**src/rtl/multicycle_controller.sv**
```systemverilog
// Multi-cycle control FSM for the RV32I subset (lw, sw, R-type, I-type ALU, beq).
// Sequences the shared ALU, memory port and register file; traps illegal opcodes and counts retirements.
module multicycle_controller #(
   parameter int CNT_W = 32
) (
   input  logic             clk,
   input  logic             rst_n,
   input  logic [6:0]       opcode,
   input  logic             zero,
   input  logic             mem_ready,
   output logic             PCWrite,
   output logic             AdrSrc,
   output logic             MemWrite,
   output logic             IRWrite,
   output logic [1:0]       ResultSrc,
   output logic [1:0]       ALUSrcA,
   output logic [1:0]       ALUSrcB,
   output logic [1:0]       ALUOp,
   output logic [1:0]       ImmSrc,
   output logic             RegWrite,
   output logic             illegal,
   output logic             instr_retired,
   output logic [CNT_W-1:0] retired_count
);

   localparam logic [6:0] OP_LW  = 7'b0000011;
   localparam logic [6:0] OP_SW  = 7'b0100011;
   localparam logic [6:0] OP_R   = 7'b0110011;
   localparam logic [6:0] OP_I   = 7'b0010011;
   localparam logic [6:0] OP_BEQ = 7'b1100011;

   typedef enum logic [3:0] {
      S_FETCH, S_DECODE, S_MEMADR, S_MEMREAD, S_MEMWB, S_MEMWRITE,
      S_EXECUTER, S_EXECUTEI, S_ALUWB, S_BEQ, S_TRAP
   } state_t;

   state_t           state_q, state_d;
   logic             illegal_q;
   logic             retired_q;
   logic [CNT_W-1:0] count_q;
   logic             retire;
   logic             pc_update, branch, ir_wr, mem_wr, reg_wr;

   always_ff @(posedge clk or negedge rst_n) begin
      if (!rst_n) state_q <= S_FETCH;
      else        state_q <= state_d;
   end

   always_comb begin
      state_d = state_q;
      case (state_q)
         S_FETCH:    if (mem_ready) state_d = S_DECODE;
         S_DECODE: begin
            case (opcode)
               OP_LW, OP_SW: state_d = S_MEMADR;
               OP_R:         state_d = S_EXECUTER;
               OP_I:         state_d = S_EXECUTEI;
               OP_BEQ:       state_d = S_BEQ;
               default:      state_d = S_TRAP;
            endcase
         end
         S_MEMADR:   state_d = (opcode == OP_LW) ? S_MEMREAD : S_MEMWRITE;
         S_MEMREAD:  if (mem_ready) state_d = S_MEMWB;
         S_MEMWB:    state_d = S_FETCH;
         S_MEMWRITE: if (mem_ready) state_d = S_FETCH;
         S_EXECUTER: state_d = S_ALUWB;
         S_EXECUTEI: state_d = S_ALUWB;
         S_ALUWB:    state_d = S_FETCH;
         S_BEQ:      state_d = S_FETCH;
         S_TRAP:     state_d = S_TRAP;
         default:    state_d = S_FETCH;
      endcase
   end

   // Retirement is decided on the edge leaving a final state; TRAP entry never counts.
   assign retire = (state_q == S_MEMWB) || (state_q == S_ALUWB) || (state_q == S_BEQ) ||
                   ((state_q == S_MEMWRITE) && mem_ready);

   always_ff @(posedge clk or negedge rst_n) begin
      if (!rst_n) begin
         illegal_q <= 1'b0;
         retired_q <= 1'b0;
         count_q   <= '0;
      end else begin
         illegal_q <= illegal_q | (state_d == S_TRAP);
         retired_q <= retire;
         count_q   <= count_q + {{(CNT_W-1){1'b0}}, retire};
      end
   end

   always_comb begin
      pc_update = 1'b0;
      branch    = 1'b0;
      ir_wr     = 1'b0;
      mem_wr    = 1'b0;
      reg_wr    = 1'b0;
      AdrSrc    = 1'b0;
      ResultSrc = 2'b00;
      ALUSrcA   = 2'b00;
      ALUSrcB   = 2'b00;
      ALUOp     = 2'b00;
      case (state_q)
         S_FETCH: begin
            ALUSrcB   = 2'b10;
            ResultSrc = 2'b10;
            ir_wr     = mem_ready;
            pc_update = mem_ready;
         end
         S_DECODE: begin
            ALUSrcA = 2'b01;
            ALUSrcB = 2'b01;
         end
         S_MEMADR: begin
            ALUSrcA = 2'b10;
            ALUSrcB = 2'b01;
         end
         S_MEMREAD:  AdrSrc = 1'b1;
         S_MEMWB: begin
            ResultSrc = 2'b01;
            reg_wr    = 1'b1;
         end
         S_MEMWRITE: begin
            AdrSrc = 1'b1;
            mem_wr = 1'b1;
         end
         S_EXECUTER: begin
            ALUSrcA = 2'b10;
            ALUOp   = 2'b10;
         end
         S_EXECUTEI: begin
            ALUSrcA = 2'b10;
            ALUSrcB = 2'b01;
            ALUOp   = 2'b10;
         end
         S_ALUWB:    reg_wr = 1'b1;
         S_BEQ: begin
            ALUSrcA = 2'b10;
            ALUOp   = 2'b01;
            branch  = 1'b1;
         end
         default: ;
      endcase
   end

   // Write strobes are masked combinationally so they stay low for the whole reset pulse.
   assign PCWrite  = rst_n & (pc_update | (branch & zero));
   assign IRWrite  = rst_n & ir_wr;
   assign MemWrite = rst_n & mem_wr;
   assign RegWrite = rst_n & reg_wr;

   always_comb begin
      case (opcode)
         OP_SW:   ImmSrc = 2'b01;
         OP_BEQ:  ImmSrc = 2'b10;
         default: ImmSrc = 2'b00;
      endcase
   end

   assign illegal       = illegal_q;
   assign instr_retired = retired_q;
   assign retired_count = count_q;

endmodule

```
**config.mk**
```make
export PLATFORM = sky130hd
export DESIGN_NAME = multicycle_controller
export DESIGN_NICKNAME = d
export VERILOG_FILES = /design/src/rtl/multicycle_controller.sv
export SDC_FILE = /design/constraint.sdc
export NUM_CORES = 1
export LEC_CHECK = 0
export CAP_MARGIN = 10
export CORE_MARGIN = 2
export CORE_UTILIZATION = 40
export CTS_CLUSTER_SIZE = 28
export DETAILED_ROUTE_END_ITERATION = 16
export DONT_BUFFER_PORTS = 1
export GPL_ROUTABILITY_DRIVEN = 0
export HOLD_SLACK_MARGIN = 0.02
export PLACE_DENSITY = 0.52
export SYNTH_ARGS = -nofsm -noshare
export SYNTH_HDL_FRONTEND = slang
export SYNTH_SLANG_ARGS = --single-unit
```
**constraint.sdc**
```tcl
create_clock -name clk -period 2.6 [get_ports clk]
set_clock_uncertainty 0.1 [all_clocks]
set_input_delay 0.39 -clock clk [delete_from_list [all_inputs] [get_ports clk]]
set_output_delay 0.39 -clock clk [all_outputs]
set_load 0.01 [all_outputs]
```
==> flow_summary.ini <==
[worst_hold_path]
hold_start = opcode[4]
hold_class = input port to register

[yosys]
syn_area_per_cell_um2 = 10.18
ys.warnings.count = 0
syn_nets = 208
ys_types = 39
ys_async_sr_fraction = 1.000
syn_inst = 195
synth_edf_count = 0
ys.flop_type = dfrtp_1
ys_seq_area_frac = 0.4789
syn-cell-area_mm2 = 0.001986
ys_ff_latch = 38

[cells_and_area]
drive_gt1_frac = 0.1225
antenna_cells = 0
nets = 216
n_fill_cell = 477
area_growth_pct = 12.73
final_common_cell = dfrtp_1
seq_area_um2 = 950.9
mostFrequentLayoutCells = dfrtp_1, xnor2_1, nand3_1
multi_input_area_um2 = 985.9

[clocking]
clk_path_buf_depth = 2
insertion_delay_ns = 0.29
clockRootBuffer = clkbuf_8
cts_setup_buffers = 0
cts_buffers = 5
cts_sinks = 38
htreeDepth = 2
cts_tree = done
cts.reportedPaths.clkPinSlew_ns = 0.07

[pwr]
leakage_nw = 0.9780
internal_power_mw = 1.151
p_seq_frac = 0.443
total_power_mw = 1.767
switching_share = 0.3487
power_density_mw_per_mm2 = 789.4
p_clk_frac = 0.274
p_comb_frac = 0.283
power.switching_mw = 0.6162
ir_drop_mv = 0.3692

[worst_setup_path]
worst_path_max_delay_cell = dfrtp_1
timing.rr.start = state_q[2]
cp.arrival_ns = 2.49
startpoint_type = register
cp-end-kind = register
slowest_delay_ns = 0.36
worstPathRequired_ns = 2.70
critPathMaxFanout = 10
path_class = register to register
path_cells = inv_1, nor2_2, o21ai_0, a21oi_1, ha_2, ha_2, inv_1, nor4_4, buf_6, nand4_1, xnor2_1
crit_start = state_q[2]

[timing]
setup_violations = 0
hold_viol = 0
max_slew_margin = 0.6059
period_share = 0.9176
worstMarginPinSlew_ns = 0.5830
period_needed_ns = 2.386
tns_ns = 0
rsz0062_at_grt = no
drv_slew = 0
fmax_mhz = 419.1

[floorplan]
coreArea_mm2 = 0.004755
pin_count = 60
die_h_um = 74.46
die-area_mm2 = 0.005544
rows = 25
die-width_um = 74.46
start_util = 0.4176

[grt]
grt_util_all_layers = 0.1609
grt_antenna_before_repair = 0
grt_pass1_vias = 1439
grt-ovfl-total = 0
grt_pass1_wl_um = 6706
grt_max_degree = 39

[route]
drc = 0
first_iter_violations = 80
first_pass_iters = 4
wire_per_inst_um = 15.16
wl_um = 4109
via_per_inst = 5.306
num_vias = 1438
ant_nets = 0

[status]
status = completed

[place]
port_buffers = 0
dpl.hpwl_um = 2878

[flow_run]
max_cap_viol_count = 0
==> power by group through the flow <==
stage / sequential, mW / clock, mW / combinational, mW
after floorplan: 0.778 / 0 / 0.365
after global placement: 0.794 / 0 / 0.476
after detailed placement: 0.796 / 0 / 0.478
after CTS: 0.783 / 0.501 / 0.499
after global routing: 0.793 / 0.539 / 0.558
final: 0.783 / 0.485 / 0.500
==> registers in the layout, indices dropped and copies added, names as in the netlist <==
register	cells
instr_retired	1
state_q	4
illegal	1
retired_count	32
==> metal layers <==
layer	up-vias	GRT usage	wire length, um
li1	700	-	-
met1	682	0.1947	1812
met2	51	0.2596	1939
met3	5	0.06369	291
met4	0	0.05952	66
met5	-	0	0
==> Yosys cell counts (5+ instances only) <==
cell type | n | area share
dfrtp_1 | 38 | 0.48
nand2b_1 | 6 | 0.019
nand3_1 | 19 | 0.048
xnor2_1 | 27 | 0.12
nand4_1 | 7 | 0.022
nor3_1 | 5 | 0.013
xor2_1 | 5 | 0.022
inv_1 | 6 | 0.011
nand2_1 | 13 | 0.025
nor2_1 | 15 | 0.028
and3_1 | 5 | 0.016
clkbuf_1 | 7 | 0.013
==> through the flow <==
step | hold WS (ns) | setup slack [ns] | area (um^2) | util | cells
after floorplan | -0.005591 | 0.1276 | 1987 | - | 195
after global placement | -0.004723 | 0.2514 | 2088 | 0.4392 | 261
after detailed placement | -0.004714 | 0.1399 | 2088 | 0.4392 | 261
after CTS | 0.1525 | 0.1116 | 2227 | 0.4684 | 271
after global routing | 0.1453 | 0.002452 | 2238 | 0.4708 | 271
final | 0.1605 | 0.2141 | 2238 | 0.4708 | 271
==> path summary, 6_finish.rpt <==
path	end	slack [ns]	cells after the start
max	retired_count[26]	0.21	11
min	state_q[1]	0.16	1
max reg2reg	retired_count[26]	0.21	11
min reg2reg	instr_retired	0.39	1
max in group asynchronous	illegal	1.75	2
min in group asynchronous	retired_count[23]	0.46	2
==> cell families after synthesis <==
family / count (synthesis) / share of synthesized area
AO/OA/AOI/OAI: 18 / 0.06239
XOR/XNOR: 32 / 0.1411
adder cells (fa/ha/maj): 2 / 0.01260
buffers and inverters: 14 / 0.02836
flip-flops: 38 / 0.4789
multiplexers: 1 / 0.005041
AND/OR/NAND/NOR: 90 / 0.2716
==> area by class of cell <==
class	instances	area share
multi-input combinational	143	0.4405
inverter	6	0.01006
sequential	38	0.4248
clock inverter	3	0.01789
clock buffer	5	0.03074
timing repair buffer	9	0.03857
tap	67	0.03745
==> worst max-delay path, delay by kind of cell, from the launching register on <==
kind	cells	cell delay, ns
AND/OR/NAND/NOR	3	0.53
XOR/XNOR	1	0.21
flip-flops	1	0.36
buffers and inverters	3	0.32
adder cells (fa/ha/maj)	2	0.47
AO/OA/AOI/OAI	2	0.29
==> what timing repair did <==
item | in CTS | in global routing
gates resized for setup | 0 | 4
endpoints found under the setup margin | 0 | 10
hold endpoints to repair | 38 | 0
hold buffers | 2 | 0
Note: power is estimated with default switching activity, not from simulation.
